[config.mk]
export PLATFORM = sky130hd
export DESIGN_NAME = fifo_rd_stream
export DESIGN_NICKNAME = d
export VERILOG_FILES = /design/src/rtl/fifo_pkg.sv /design/src/rtl/stream_ring_buf.sv /design/src/rtl/fifo_rd_stream.sv
export SDC_FILE = /design/constraint.sdc
export NUM_CORES = 1
export LEC_CHECK = 0
export ABC_AREA = 1
export BUFFER_PORTS_ARGS = -buffer_cell sky130_fd_sc_hd__buf_2
export CAP_MARGIN = 40
export CORE_ASPECT_RATIO = 1.1
export CORE_MARGIN = 1.5
export CORE_UTILIZATION = 55
export DETAILED_ROUTE_END_ITERATION = 6
export GPL_TIMING_DRIVEN = 1
export PLACE_DENSITY = 0.77
export SLEW_MARGIN = 20
export SYNTH_ARGS = -nofsm -noshare
export SYNTH_HDL_FRONTEND = slang
export SYNTH_SLANG_ARGS = --single-unit
[constraint.sdc]
create_clock -name rd_clk -period 2.8 [get_ports rd_clk]
set_clock_uncertainty 0.05 [all_clocks]
set_input_delay 0.14 -clock rd_clk [delete_from_list [all_inputs] [get_ports rd_clk]]
set_output_delay 0.14 -clock rd_clk [all_outputs]
set_load 0.03 [all_outputs]
[src/rtl/fifo_pkg.sv]
// ---------------------------------------------------------------------------
// fifo_pkg
//   Shared helpers for the FIFO read-side stream logic.
//   - clog2_min1 : index/counter width for a given number of states, never 0.
//   - BUF_DEPTH_MIN / BUF_DEPTH_MAX : legal output buffer depth range.
//   - wrap_last  : last legal ring index for a given depth; ring indices
//                  wrap back to 0 after it, so depths need not be a power of 2.
// ---------------------------------------------------------------------------
package fifo_pkg;

  localparam int unsigned BUF_DEPTH_MIN = 2;
  localparam int unsigned BUF_DEPTH_MAX = 8;

  // Bits needed to hold values 0..n-1, with a floor of 1 so a one-entry
  // range still yields a usable vector.
  function automatic int unsigned clog2_min1(input int unsigned n);
    return (n <= 2) ? 1 : $clog2(n);
  endfunction

  // Highest ring index before wrapping back to zero.
  function automatic int unsigned wrap_last(input int unsigned depth);
    return depth - 1;
  endfunction

endpackage

[src/rtl/stream_ring_buf.sv]
// ---------------------------------------------------------------------------
// stream_ring_buf
//   BUF_DEPTH x BITS register ring with push/pop, occupancy count and a
//   registered head word.
//
//   Ports:
//     rd_clk     in   clock, rising edge
//     rd_rst     in   synchronous active-high reset (indices/occupancy only)
//     push       in   write push_data at the tail this edge
//     push_data  in   word to write
//     pop        in   drop the head word this edge (caller ensures occ != 0)
//     occ        out  number of stored words, 0..BUF_DEPTH
//     head_valid out  registered (occ != 0)
//     head_data  out  registered copy of the head word
// ---------------------------------------------------------------------------
module stream_ring_buf
  import fifo_pkg::*;
#(
  parameter int BITS      = 32,
  parameter int BUF_DEPTH = 2,
  localparam int OCC_W    = clog2_min1(BUF_DEPTH + 1)
) (
  input  logic             rd_clk,
  input  logic             rd_rst,
  input  logic             push,
  input  logic [BITS-1:0]  push_data,
  input  logic             pop,
  output logic [OCC_W-1:0] occ,
  output logic             head_valid,
  output logic [BITS-1:0]  head_data
);

  localparam int IDX_W = clog2_min1(BUF_DEPTH);
  localparam logic [IDX_W-1:0] LAST_IDX = IDX_W'(wrap_last(BUF_DEPTH));
  localparam logic [OCC_W-1:0] FULL_OCC = OCC_W'(BUF_DEPTH);

  logic [BITS-1:0]      ring_reg [BUF_DEPTH];
  logic [IDX_W-1:0]     wr_idx_reg, wr_idx_next;
  logic [IDX_W-1:0]     rd_idx_reg, rd_idx_next;
  logic [OCC_W-1:0]     occ_reg, occ_next;
  logic                 valid_reg;
  logic [BITS-1:0]      head_reg, head_next;
  logic [BUF_DEPTH-1:0] wr_sel;

  // Explicit wrap compare: depth is not necessarily a power of two.
  function automatic logic [IDX_W-1:0] idx_inc(input logic [IDX_W-1:0] idx);
    return (idx == LAST_IDX) ? '0 : idx + 1'b1;
  endfunction

  always_comb begin
    wr_idx_next = push ? idx_inc(wr_idx_reg) : wr_idx_reg;
    rd_idx_next = pop  ? idx_inc(rd_idx_reg) : rd_idx_reg;
    occ_next    = occ_reg;
    if (push && !pop) begin
      occ_next = occ_reg + 1'b1;
    end else if (!push && pop) begin
      occ_next = occ_reg - 1'b1;
    end
    // The head after this edge is the entry at the new read index; if that
    // entry is being written this same edge, forward the incoming word.
    head_next = (push && (wr_idx_reg == rd_idx_next)) ? push_data
                                                      : ring_reg[rd_idx_next];
  end

  genvar gi;
  generate
    for (gi = 0; gi < BUF_DEPTH; gi++) begin : g_wr_sel
      assign wr_sel[gi] = push && (wr_idx_reg == IDX_W'(gi));
    end
  endgenerate

  // Storage is not reset; only indices and occupancy define its contents.
  always_ff @(posedge rd_clk) begin
    for (int i = 0; i < BUF_DEPTH; i++) begin
      if (wr_sel[i]) begin
        ring_reg[i] <= push_data;
      end
    end
    head_reg <= head_next;
  end

  always_ff @(posedge rd_clk) begin
    if (rd_rst) begin
      wr_idx_reg <= '0;
      rd_idx_reg <= '0;
      occ_reg    <= '0;
      valid_reg  <= 1'b0;
    end else begin
      wr_idx_reg <= wr_idx_next;
      rd_idx_reg <= rd_idx_next;
      occ_reg    <= occ_next;
      valid_reg  <= (occ_next != '0);
    end
  end

  always_ff @(posedge rd_clk) begin
    if (!rd_rst) begin
      assert (occ_reg <= FULL_OCC);
      assert (!(push && !pop && (occ_reg == FULL_OCC)));
      assert (!(pop && (occ_reg == '0)));
    end
  end

  assign occ        = occ_reg;
  assign head_valid = valid_reg;
  assign head_data  = head_reg;

endmodule

[src/rtl/fifo_rd_stream.sv]
// ---------------------------------------------------------------------------
// fifo_rd_stream
//   Read-side consumer for the dual-clock FIFO. Issues rd_en, captures rd_data
//   one cycle later into a small ring, and presents the words as a
//   valid/ready stream with registered outputs. Counts delivered beats.
//
//   Ports:
//     rd_clk     in   read-domain clock
//     rd_rst     in   synchronous active-high reset
//     enable     in   0 stops issuing new reads; buffered/in-flight words drain
//     rd_empty   in   FIFO empty flag
//     rd_data    in   FIFO data, valid the cycle after an accepted read
//     rd_en      out  FIFO read request (combinational)
//     out_valid  out  out_data holds a word
//     out_ready  in   downstream accepts out_data this cycle
//     out_data   out  head-of-buffer word
//     beat_cnt   out  delivered beats since reset, wrapping
//     busy       out  words buffered or a read in flight
// ---------------------------------------------------------------------------
module fifo_rd_stream
  import fifo_pkg::*;
#(
  parameter int BITS      = 32,
  parameter int BUF_DEPTH = 2,
  parameter int CNT_BITS  = 16
) (
  input  logic                rd_clk,
  input  logic                rd_rst,
  input  logic                enable,
  input  logic                rd_empty,
  input  logic [BITS-1:0]     rd_data,
  output logic                rd_en,
  output logic                out_valid,
  input  logic                out_ready,
  output logic [BITS-1:0]     out_data,
  output logic [CNT_BITS-1:0] beat_cnt,
  output logic                busy
);

  localparam int OCC_W = clog2_min1(BUF_DEPTH + 1);
  localparam logic [OCC_W:0] DEPTH_EXT = (OCC_W + 1)'(BUF_DEPTH);

  logic [OCC_W-1:0]    occ;
  logic [OCC_W:0]      pending;
  logic                pop;
  logic                inflight_reg;
  logic [CNT_BITS-1:0] beat_cnt_reg;

  assign pop = out_valid && out_ready;

  // Extra bit so occ + inflight cannot wrap at full occupancy.
  assign pending = {1'b0, occ} + {{OCC_W{1'b0}}, inflight_reg};

  // A slot is guaranteed either by free space or by the pop on this edge.
  // Together these keep occ + inflight <= BUF_DEPTH at every edge.
  assign rd_en = !rd_rst && enable && !rd_empty && ((pending < DEPTH_EXT) || pop);

  always_ff @(posedge rd_clk) begin
    if (rd_rst) begin
      inflight_reg <= 1'b0;
      beat_cnt_reg <= '0;
    end else begin
      inflight_reg <= rd_en;
      if (pop) begin
        beat_cnt_reg <= beat_cnt_reg + 1'b1;
      end
    end
  end

  // The in-flight word is written unconditionally on the following edge;
  // rd_rst on that edge resets the ring pointers, discarding it.
  stream_ring_buf #(
    .BITS      (BITS),
    .BUF_DEPTH (BUF_DEPTH)
  ) u_ring (
    .rd_clk     (rd_clk),
    .rd_rst     (rd_rst),
    .push       (inflight_reg),
    .push_data  (rd_data),
    .pop        (pop),
    .occ        (occ),
    .head_valid (out_valid),
    .head_data  (out_data)
  );

  assign beat_cnt = beat_cnt_reg;
  assign busy     = !rd_rst && ((occ != '0) || inflight_reg);

endmodule

**After elaboration in Yosys (flattened, before gate mapping)**

Memory sizes are Yosys's and may differ from the RTL's.
Cells that the tools add are included.

- Bits in latches: 0
- Memory bits (read-only): 0
- Logic and storage cells: 49
- Input bits: 37
- Memories: 1
- Output and inout bits: 51
- RAM bits: 64
- Bits in registers: 54

Memory list:

| name | words | width | read ports | clocked after memory_dff | wr ports | line | source |
|---|---|---|---|---|---|---|---|
| u_ring.ring_reg | 2 | 32 | 1 | 0 | 1 | stream_ring_buf.sv:37 | `logic [BITS-1:0] ring_reg [BUF_DEPTH];` |

- Divide/modulo/power cells: 0
- Reduce and logical (&&, ||, !) cells: 19
- Shift operators: 0
- Eq/ne operators: 1
- $lt $le $gt $ge: 1
- Mux-type cells: 13
- Bitwise logic cells: 1
- $add $sub $neg: 6
- Multipliers: 0

Operators with widths:

| operator | number |
|---|---|
| $mux W32 | 2 |
| $reduce_or A32 Y1 | 1 |
| $add A16 B1 Y16 const B | 1 |
| $logic_and A1 B1 Y1 | 10 |
| $mux W1 | 9 |
| $logic_not A1 Y1 | 4 |
| $mux W2 | 2 |
| $reduce_bool A2 Y1 | 2 |
| $add A2 B1 Y3 | 1 |
| $lt A3 B2 Y1 const B | 1 |
| $add A1 B1 Y1 const B | 2 |
| $add A2 B1 Y2 const B | 1 |
| $logic_or A1 B1 Y1 | 2 |
| $sub A2 B1 Y2 const B | 1 |
| $eq A1 B1 Y1 | 1 |
| $not A1 Y1 | 1 |

**Longest topological paths before layout**

Gate-level depths: netlist (run 1).

- Depth in word-level cells: 6
- Mapped depth: 9
- Depth with buffers taken out: 9

**By module**

A second synthesis (run 1) with hierarchy kept.

- Cell total of the unflattened synthesis: 477
- Area, all modules: 4650.7 µm²

By module, submodules not included:

| module | instances | cells each | area an instance (µm²) | seq. area each (µm²) |
|---|---|---|---|---|
| stream_ring_buf | 1 | 348 | 3751.1 | 2662.6 |
| fifo_rd_stream | 1 | 129 | 899.6 | 340.3 |

**Worst setup path after synthesis (run 1)**

Ideal clock, no wire load.

- Path kind: register to register
- Start point: register inflight_reg
- End point: memory u_ring.ring_reg[0][0] (enable)
- Period minus slack after synthesis: 2.337 ns
- Data arrival time: 1.866 ns
- Cell stages (with the launch flop): 3
- Required time: 2.329 ns
- Path slack: 0.463 ns
- Buffers on the path: 0
- Setup time: 0.421 ns
- Cells stage by stage: dfxtp_1 -> inv_1 -> nor2_1

- Elaborated cells on any way between the ends: 9
- Classes of those cells: mux (6); reduce/logical (3)

RTL lines:

| what | line | source |
|---|---|---|
| start, declared | fifo_rd_stream.sv:46 | `logic inflight_reg;` |
| start signal, assigned | fifo_rd_stream.sv:63 | `inflight_reg <= rd_en;` |
| $logic_and A1 B1 Y1 | stream_ring_buf.sv:68 | `assign wr_sel[gi] = push && (wr_idx_reg == IDX_W'(gi));` |
| net u_ring.wr_sel[0] | stream_ring_buf.sv:43 | `logic [BUF_DEPTH-1:0] wr_sel;` |
| $mux W1 | stream_ring_buf.sv:75 | `if (wr_sel[i]) begin` |
| $mux W1 (not written as such) | stream_ring_buf.sv:76 | `ring_reg[i] <= push_data;` |
| $mux W1 (no source line) | -- |  |
| end, declared | stream_ring_buf.sv:37 |  |

The timed path passes the listed nets, and every way through them passes these cells.

**Final worst setup path (run 1)**

- Start point: register u_ring.valid_reg, in the netlist u_ring.head_valid
- End point: register u_ring.head_reg[11], in the netlist u_ring.head_data[11]

- Longest elaborated chain between the ends: 5
- Elaborated cells on any way between the ends: 6
- Classes of those cells: eq/ne (1); mux (2); reduce/logical (2); memory (1)

RTL lines:

| what | line | source |
|---|---|---|
| start, declared | stream_ring_buf.sv:41 | `logic valid_reg;` |
| start signal, assigned | stream_ring_buf.sv:92 | `valid_reg <= (occ_next != '0);` |
| $logic_and A1 B1 Y1 * | fifo_rd_stream.sv:49 | `assign pop = out_valid && out_ready;` |
| $mux W1 * | stream_ring_buf.sv:52 | `rd_idx_next = pop ? idx_inc(rd_idx_reg) : rd_idx_reg;` |
| $eq A1 B1 Y1 | stream_ring_buf.sv:61 | `head_next = (push && (wr_idx_reg == rd_idx_next)) ? push_data` |
| $logic_and A1 B1 Y1 | stream_ring_buf.sv:61 |  |
| $mux W32 * | stream_ring_buf.sv:61 |  |
| net u_ring.head_next[11] | stream_ring_buf.sv:42 | `logic [BITS-1:0] head_reg, head_next;` |
| end signal, assigned | stream_ring_buf.sv:79 | `head_reg <= head_next;` |
| end, declared | stream_ring_buf.sv:42 |  |

The timed path passes the listed nets; every way through them passes the cells marked *.
A chain may end at the register's enable or synchronous reset.

==> results of run 1 <==
## what timing repair did
item,4_1_cts,5_1_grt
endpoints found under the setup margin,0,0
hold buffers,36,0
resized for setup,0,0
hold endpoints to repair,100,0
## final cells by class
cell class / instances / area (sq um) / share of cell area [%]
repair buffers: 128 / 858 / 13.7
clock inverters: 14 / 231 / 3.69
inverters: 64 / 240 / 3.82
clock buffers: 18 / 418 / 6.65
flip-flops and latches: 118 / 3000 / 47.8
multi-input cells: 281 / 1390 / 22.2
well taps: 111 / 139 / 2.21
## layout by cell type (no fill, tap or decap), types with 3 or more instances in the layout
| master | n |
|---|---|
| inv_1 | 63 |
| clkbuf_16 | 16 |
| bufinv_16 | 6 |
| buf_4 | 3 |
| dfxtp_1 | 54 |
| nand2_1 | 139 |
| edfxtp_1 | 64 |
| nand4_1 | 3 |
| nor2_1 | 34 |
| a21oi_1 | 8 |
| nand3_1 | 37 |
| dlygate4sd3_1 | 36 |
| clkinv_2 | 3 |
| o21ai_2 | 32 |
| buf_2 | 87 |
| o21ai_0 | 13 |
## power breakdown
part / switching [mW] / total, mW / internal (mW)
registers: 0.0822 / 2.15 / 2.07
logic: 0.988 / 1.43 / 0.446
clock network: 0.756 / 2.37 / 1.62
## cells by family (layout without fill, tap and decap cells)
family | Yosys count | in the layout | synth area share [%]
AND/OR/NAND/NOR | 222 | 222 | 19.8
flip-flops | 118 | 118 | 63.2
buffers and inverters | 81 | 224 | 7.69
AO/OA/AOI/OAI | 56 | 56 | 8.58
adder cells (fa/ha/maj) | 2 | 2 | 0.527
XOR/XNOR | 1 | 1 | 0.184
## per-stage QoR
step / cell area (sq um) / util [%] / hold slack (ns) / setup slack [ns] / power [mW]
floorplan: 4750 / - / 0.162 / 0.463 / 3.23
global placement: 5270 / 63.0 / 0.284 / 0.803 / 3.54
detailed placement: 5270 / 63.0 / 0.290 / 0.754 / 3.57
CTS: 6280 / 75.1 / 0.299 / 0.715 / 5.97
global route: 6280 / 75.1 / 0.302 / 0.545 / 6.22
finish: 6280 / 75.1 / 0.310 / 0.727 / 5.96
## metal layers
layer,up-vias,global-route usage (%)
li1,1812,-
met1,1658,27.8
met2,95,38.9
met3,13,7.24
met4,0,7.57
met5,-,0
## worst paths after layout
path                                                    from                          endpoint  slack, ns  cells after the start
worst max-delay path            u_ring.head_valid$_SDFF_PP0_      u_ring.head_data[11]$_DFF_P_       0.73                      8
worst min-delay path                             rd_data[14]  u_ring.ring_reg[0][14]$_DFFE_PP_       0.31                      2
worst max register to register  u_ring.head_valid$_SDFF_PP0_      u_ring.head_data[11]$_DFF_P_       0.73                      8
worst min register to register      beat_cnt[4]$_SDFFE_PP0P_          beat_cnt[4]$_SDFFE_PP0P_       0.45                      2
==> impl_results.md, run 1 <==
- Status: finished, final reports clean
- Async S/R FF share, synth: 0%
- Startpoint types: flip-flop
- P&R area growth vs syn: 32.2%
- Ys Warns: 0
- Slew Limit Fails: 0
- CP top delay family: simple AND/OR/NAND/NOR gates
- Initial antenna violation count: 0
- Synthesized area: 0.00475 sq mm
- Total negative slack: 0 ns
- Dpl cells: 666
- Routed Antenna Nets: 0
- Initial DRC count: 226
- Clock Latency Late Sink: 0.52 ns
- Placer's final routability congestion estimate: 0.796
- Avg WL per Cell: 13.4 um
- Met3 routed WL: 480 um
- First-pass GRT wire length: 16100 um
- Largest register FFs: 64
- Inserted Clock Buffers: 17
- Post-synth EDFFs: 64
- Final Hold Viols: 0
- Mapped Avg Cell Area: 9.90 sq um
- Largest stage delay, worst path: 0.35 ns
- CP Cell Sequence: nand2_2 -> inv_2 -> nand2_2 -> nand3_1 -> nand3_4 -> buf_12 -> nand2_1 -> o21ai_2
- GRT Total Usage: 22.9%
- CTS tree: yes
- Sequential-to-total area share from yosys stat: 63.2%
- Top area cells in the synthesized netlist: edfxtp_1 40%, dfxtp_1 23%, nand2_1 11%
- Leakage: 2.86 nW
- CP Capture Type: flip-flop
- # fillers: 549
- Syn Inst Count: 480
- PD cells: 949 mW/mm^2
- Yosys cell types: 25
- Met1 Routed Length: 4150 um
- Antenna cells: 0
- # nets final: 649
- Routed WL: 9810 um
- Hold crit path type: in -> reg
- Die area: 0.00921 sq mm
- FP Rows: 35
- Setup Buffers After CTS: 0
- Buffers on Ports: 87
- Initial DRT Pass Iterations: 5
- Maximum VDD drop: 0.603 mV
- Pin count of the biggest net entering global routing: 39
- Die Y: 100 um
- Finished Layout Cells: 734
- Yosys top cell by area: edfxtp_1
- Initial Util: 56.8%
- Most frequent cells after synthesis: 139 x nand2_1, 64 x edfxtp_1, 63 x inv_1, 54 x dfxtp_1, 37 x nand3_1
- Dpl hpwl: 5810 um
- Crit path time final: 2.07 ns
- IO Count: 88
- Worst EP required: 3.15 ns
- Number of buffers and inverters on the critical path: 2
- Routed vias/inst: 4.87
- Synth Register Bits: 118
- Crit path kind: reg -> reg
- Syn nets: 519
- DR WL met2: 5040 um
- Reg clk slew, reported paths: 0.06 ns
- Slowest CP cell: dfxtp_1
- Root Buffer: clkbuf_8
- CP Max Fanout: 38
- Max transition margin: 51.2%
- Core Area: 0.00836 sq mm
- Die Span X: 91.6 um
- RSZ-0062 raised after global routing: false
- Topmost layer with routed signal wires: met4
- Final setup violation count: 0
- Vias in the first global route: 3473
- Max-cap violations: 0
- DRC viols: 0
- Sink Count: 118
- Vias: 3578
- Share of post-route cells with drive strength above 1: 26.0%
- Least-Margin Pin Slew: 0.731 ns
- Final period utilization: 74.0%
- Count leader, synth: nand2_1
- Overflow after GRT: 0
- CP most frequent cell: nand2_2
- Most used DFF post-synth: edfxtp_1
- Fmax: 482 MHz
- Post-synth top area share: 40.4%
- CTS H-Tree Depth: 4
- CTS max path bufs: 2
- Critical path data arrival time: 2.42 ns
(Power assumes the default switching activity.)
==> run 2, diff against run 1 <==
Settings changed: ABC_AREA 1 to 0, CORE_UTILIZATION 55 to 49, PLACE_DENSITY 0.77 to 0.73.
Clock period 2.8 ns to 1.9 ns, I/O delays scaled along.
==> run 2 against run 1 <==
  * Synthesized cell count shrank 40%
  * First-iteration DRC count shrank 61%
  * Die area grew 6.3%
  * Worst hold slack lost 0.032 ns
  * Largest power group unchanged
  * Critical path depth shrank 3
  * Power grew 16%
  * Fmax grew 16%
==> impl_results.md, run 2 <==
- Status: finished, final reports clean
- Routed WL: 8210 um
- Largest register FFs: 64
- Avg WL per Cell: 14.7 um
- Final Hold Viols: 0
- Cell internal pwr: 5.24 mW
- Most used DFF post-synth: edfxtp_1
- Most frequent cells after synthesis: 64 x edfxtp_1, 54 x dfxtp_1, 34 x mux2_2, 30 x mux2_4, 21 x nor2_1
- CTS max path bufs: 2
- Slew Limit Fails: 0
- Share of post-route cells with drive strength above 1: 46.4%
- Vias: 2775
- Final setup violation count: 0
- Dpl cells: 489
- Reg clk slew, reported paths: 0.06 ns
- Sequential fraction of design power: 42.1%
- Initial DRT Pass Iterations: 4
- Worst EP required: 2.24 ns
- Fmax: 560 MHz
- Routed Antenna Nets: 0
- Initial DRC count: 88
- Total Power: 6.92 mW
- Die area: 0.00979 sq mm
- Ys Warns: 0
- Max transition margin: 69.2%
- Commonest non-fill, non-tap cells in the layout: 86 x buf_2, 64 x edfxtp_1, 53 x dfxtp_1
- Vias in the first global route: 2838
- CTS H-Tree Depth: 4
- Synthesized area: 0.00451 sq mm
- Inserted Clock Buffers: 17
- Die Span X: 94.5 um
- Post-synth top area share: 42.6%
- Clock Latency Late Sink: 0.50 ns
- Final period utilization: 94.0%
- First-pass GRT wire length: 13300 um
- GRT Total Usage: 18.0%
- Sequential-to-total area share from yosys stat: 66.6%
- Sw Ratio: 24.3%
- Least-Margin Pin Slew: 0.462 ns
- Hold_sp: rd_data[28]
- # fillers: 638
- Dpl hpwl: 5090 um
- Leakage: 2.50 nW
- DRC viols: 0
- Logic pwr share: 15.2%
- Async S/R FF share, synth: 0%
- FP Rows: 36
- Mapped Avg Cell Area: 15.8 sq um
- Top area cells in the synthesized netlist: edfxtp_1 43%, dfxtp_1 24%, mux2_4 10%
- PD cells: 1130 mW/mm^2
- Max-cap violations: 0
- Startpoint types: flip-flop
- Sequential cell area: 0.00300 sq mm
- Maximum VDD drop: 0.684 mV
- Overflow after GRT: 0
- Antenna cells: 0
- CTS tree: yes
- Crit path time final: 1.79 ns
- Finished Layout Cells: 560
- Initial antenna violation count: 0
- Synth Register Bits: 118
- Worst r2r src: u_ring.head_valid$_SDFF_PP0_
- Crit path kind: reg -> reg
- Yosys cell types: 33
- Post-synth EDFFs: 64
- Most common cell after layout, fill and taps aside: buf_2
- Count leader, synth: edfxtp_1
- Multi-input gate area: 0.00144 sq mm
- # nets final: 472
- Pin count of the biggest net entering global routing: 34
- Initial Util: 50.5%
- Buffers on Ports: 87
- Core Area: 0.00892 sq mm
- Hold crit path type: in -> reg
- Sink Count: 118
- Routed vias/inst: 4.96
- Critical path data arrival time: 2.13 ns
- Total negative slack: 0 ns
- P&R area growth vs syn: 35.9%
- Root Buffer: clkbuf_8
- Setup crit start: u_ring.head_valid$_SDFF_PP0_
- Switch Pwr: 1.68 mW
- CP Max Fanout: 18
- Clock share of power: 42.7%
- CP Capture Type: flip-flop
- Die Y: 104 um
- Placer's final routability congestion estimate: 0.779
- Syn nets: 325
- Syn Inst Count: 286
- IO Count: 88
- Yosys top cell by area: edfxtp_1
- RSZ-0062 raised after global routing: false
run 2: cell types whose count changed in the layout (fill, tap and decap cells not counted), moves of 4 or more:
cell | previous run | this run
buf_4 | 3 | 13
bufinv_16 | 6 | 2
clkinvlp_4 | 2 | 6
inv_1 | 63 | 3
mux2_2 | 0 | 34
mux2_4 | 0 | 30
nand2_1 | 139 | 8
nand3_1 | 37 | 8
nor2_1 | 34 | 20
o21ai_0 | 13 | 1
o21ai_2 | 32 | 0
xnor2_1 | 0 | 10
xor2_1 | 1 | 6
run 2: area by class of cell:
cell class                      count  share of cell area [%]
Multi-Input combinational cell    153                    23.5
Clock buffer                       19                    7.05
Tap cell                          114                    2.33
Timing Repair Buffer              139                    15.7
Sequential cell                   118                    49.1
Clock inverter                     13                    2.15
Inverter                            4                   0.245
run 2: worst paths after layout:
| path | endpoint | slack (ns) | cells past startpoint |
|---|---|---|---|
| setup / recovery | u_ring.head_data[31]$_DFF_P_ | 0.11 | 5 |
| hold / removal | u_ring.ring_reg[0][28]$_DFFE_PP_ | 0.28 | 2 |
| setup reg to reg | u_ring.head_data[31]$_DFF_P_ | 0.11 | 5 |
| hold reg to reg | beat_cnt[1]$_SDFFE_PP0P_ | 0.47 | 2 |
run 2: metrics by stage:
stage	setup WS [ns]	instance area (sq um)	utilization (%)	hold WS [ns]
detailed placement	0.130	5170	58.0	0.247
floorplan	0.00748	4530	-	0.124
finish	0.113	6120	68.7	0.277
global route	0.0222	6120	68.7	0.268
CTS	0.0313	6090	68.3	0.256
global placement	0.157	5170	58.0	0.243
run 2: power groups by stage:
stage / sequential (mW) / clock [mW] / combinational [mW]
final: 2.91 / 2.96 / 1.05
after detailed placement: 2.96 / 0 / 0.988
after global placement: 2.96 / 0 / 0.966
after floorplan: 3.19 / 0 / 0.478
after CTS: 2.91 / 3.03 / 1.05
after global routing: 2.93 / 3.14 / 1.12
run 2: cell families after synthesis:
| kind of cell | Yosys count | share of synthesized area, % |
|---|---|---|
| flip-flops | 118 | 66.6 |
| adder cells (fa/ha/maj) | 2 | 0.555 |
| AND/OR/NAND/NOR | 58 | 6.61 |
| buffers and inverters | 15 | 1.86 |
| XOR/XNOR | 17 | 3.72 |
| AO/OA/AOI/OAI | 10 | 1.42 |
| multiplexers | 66 | 19.2 |
run 2: per-layer routing:
metal  wire length [um]  global-route usage, %
met2               4250                   29.4
met5                  0                      0
met1               3440                   21.3
met3                425                   6.46
met4                 93                   7.25
run 2: repair_timing:
| item | in CTS | in global routing |
|---|---|---|
| setup buffers | 0 | 3 |
| endpoints found under the hold margin | 115 | 0 |
| hold buffers | 36 | 0 |
| endpoints found under the setup margin | 0 | 1 |
| resized for setup | 0 | 4 |
run 2: critical path: stages, from the launching register on:
cell and delay, ns:
dfxtp_2 0.32, and2_4 0.18, xnor2_4 0.21, mux2i_4 0.34, buf_12 0.22, mux2_2 0.34
==> run 3, diff against run 2 <==
Settings changed: ABC_AREA 0 to 1, CORE_UTILIZATION 49 to 50, PLACE_DENSITY 0.73 to 0.74.
==> run 3 against run 2 <==
  * Die area rose by 3.2%
  * Sequential cell count stayed put
  * Fmax rose by 1.7%
  * Final area increased by 2.5%
  * Worst hold slack got worse by 0.22 ns
  * Clock power increased by 4%
  * Register-to-register slack better by 0.05 ns
  * Global-route usage grew 3.2 points
  * Setup slack better by 0.030 ns
  * Final cell count is 33% higher
  * Critical path type is now reg -> out
  * Highest routed layer unchanged
==> impl_results.md, run 3 (same netlist as run 1, synthesis figures left out) <==
- Status: finished, final reports clean
- Antenna cells: 0
- Worst r2r src: u_ring.head_valid$_SDFF_PP0_
- Max transition margin: 74.9%
- CTS H-Tree Depth: 4
- Vias in the first global route: 3610
- Initial DRT Pass Iterations: 4
- Clock Latency Late Sink: 0.49 ns
- Placer's final routability congestion estimate: 0.764
- Fin area: 0.00628 sq mm
- Total Power: 8.40 mW
- Buffers on Ports: 87
- Least-Margin Pin Slew: 0.376 ns
- Commonest non-fill, non-tap cells in the layout: 139 x nand2_1, 86 x buf_2, 64 x edfxtp_1
- Die Y: 105 um
- Overflow after GRT: 0
- Total negative slack: 0 ns
- Crit path kind: reg -> out
- Core Area: 0.00931 sq mm
- Share of post-route cells with drive strength above 1: 26.7%
- Max-cap violations: 0
- Slew Limit Fails: 0
- Clock share of power: 36.5%
- Routed Antenna Nets: 0
- Routed vias/inst: 4.85
- CTS tree: yes
- Die area: 0.0101 sq mm
- Setup Buffers After CTS: 0
- Placed Area: 0.00534 sq mm
- Logic pwr share: 25.8%
- Setup crit start: inflight_reg$_SDFF_PP0_
- Initial Util: 51.1%
- Final period utilization: 92.4%
- R2r setup slk: 0.16 ns
- Initial DRC count: 196
- Reg clk slew, reported paths: 0.06 ns
- CP Capture Type: primary output
- Die Span X: 96.0 um
- RSZ-0062 raised after global routing: false
- Sink Count: 118
- Vias: 3621
- Pin count of the biggest net entering global routing: 34
- Routed WL: 10000 um
- Critical path data arrival time: 1.61 ns
- Final Hold Viols: 0
- Fmax: 569 MHz
- Finished Layout Cells: 746
- Most common cell after layout, fill and taps aside: nand2_1
- Inserted Clock Buffers: 17
- # nets final: 656
- Dpl cells: 679
- Root Buffer: clkbuf_8
- Sequential fraction of design power: 37.7%
- DRC viols: 0
- Maximum VDD drop: 0.769 mV
- Worst EP required: 1.75 ns
- Largest register FFs: 64
- Crit path time final: 1.76 ns
- Hold crit path type: in -> reg
- GRT Total Usage: 21.2%
- P&R area growth vs syn: 32.1%
- PD cells: 1340 mW/mm^2
- Fin util: 67.5%
- Leakage: 2.86 nW
- Cell internal pwr: 5.76 mW
- Avg WL per Cell: 13.4 um
- Startpoint types: flip-flop
- First-pass GRT wire length: 16400 um
- Switch Pwr: 2.65 mW
- FP Rows: 37
- CTS max path bufs: 2
- Final setup violation count: 0
- CP Max Fanout: 5
- IO Count: 88
- Sw Ratio: 31.5%
- Dpl hpwl: 6290 um
- Hold_sp: out_ready
- Initial antenna violation count: 0
run 3: changes by cell type in the layout (fill, tap and decap cells not counted), sizes merged, moves of 5 or more:
cell and delta:
nand2 +136, nand3 +30, xnor2 -11, o21ai +44, mux2 -65, nor2 +14
inv +59, xor2 -5
run 3: critical path: stages (launching register included):
cell and delay [ns]:
dfxtp_2 0.36, inv_1 0.17, o21ai_0 0.16, a211oi_1 0.23
buf_4 0.20
run 3: what timing repair did:
action	CTS	global route
hold buffers	36	0
gates resized for setup	0	2
hold endpoints to repair	101	0
setup endpoints to repair	0	1
run 3: through the flow:
step                      hold slack [ns]  worst slack [ns]
after floorplan                     0.117            0.0908
after global placement              0.245             0.255
after detailed placement            0.244             0.158
after CTS                          0.0222            0.0287
after global routing               0.0501           0.00464
final                              0.0577             0.143
run 3: power by group through the flow:
stage | logic [mW] | clock network (mW) | registers, mW
6_report | 2.17 | 3.07 | 3.17
5_1_grt | 2.36 | 3.25 | 3.20
4_1_cts | 2.18 | 3.13 | 3.17
3_5_place_dp | 2.11 | 0 | 3.21
3_3_place_gp | 2.06 | 0 | 3.22
2_1_floorplan | 0.984 | 0 | 3.77
run 3: metal layers:
layer,GRT usage [%],vias up,share of wire [%]
met5,0,-,0
met4,6.41,0,0.48
met3,6.06,5,4.9
met2,36.7,97,52
met1,25.2,1694,42
li1,-,1825,-
run 3: path summary, 6_finish.rpt:
kind                                       end  cells past startpoint
setup / recovery                         rd_en                      4
hold / removal        beat_cnt[0]$_SDFFE_PP0P_                      3
hold reg to reg       beat_cnt[6]$_SDFFE_PP0P_                      2
setup reg to reg  u_ring.head_data[14]$_DFF_P_                      8
run 3: layout make-up:
type / count / area, sq um
fill: 723 / 3030
sequential: 118 / 3000
multi-input combinational: 281 / 1390
timing repair buffer: 135 / 926
clock buffer: 21 / 439
inverter: 64 / 240
tap: 117 / 146
clock inverter: 10 / 133
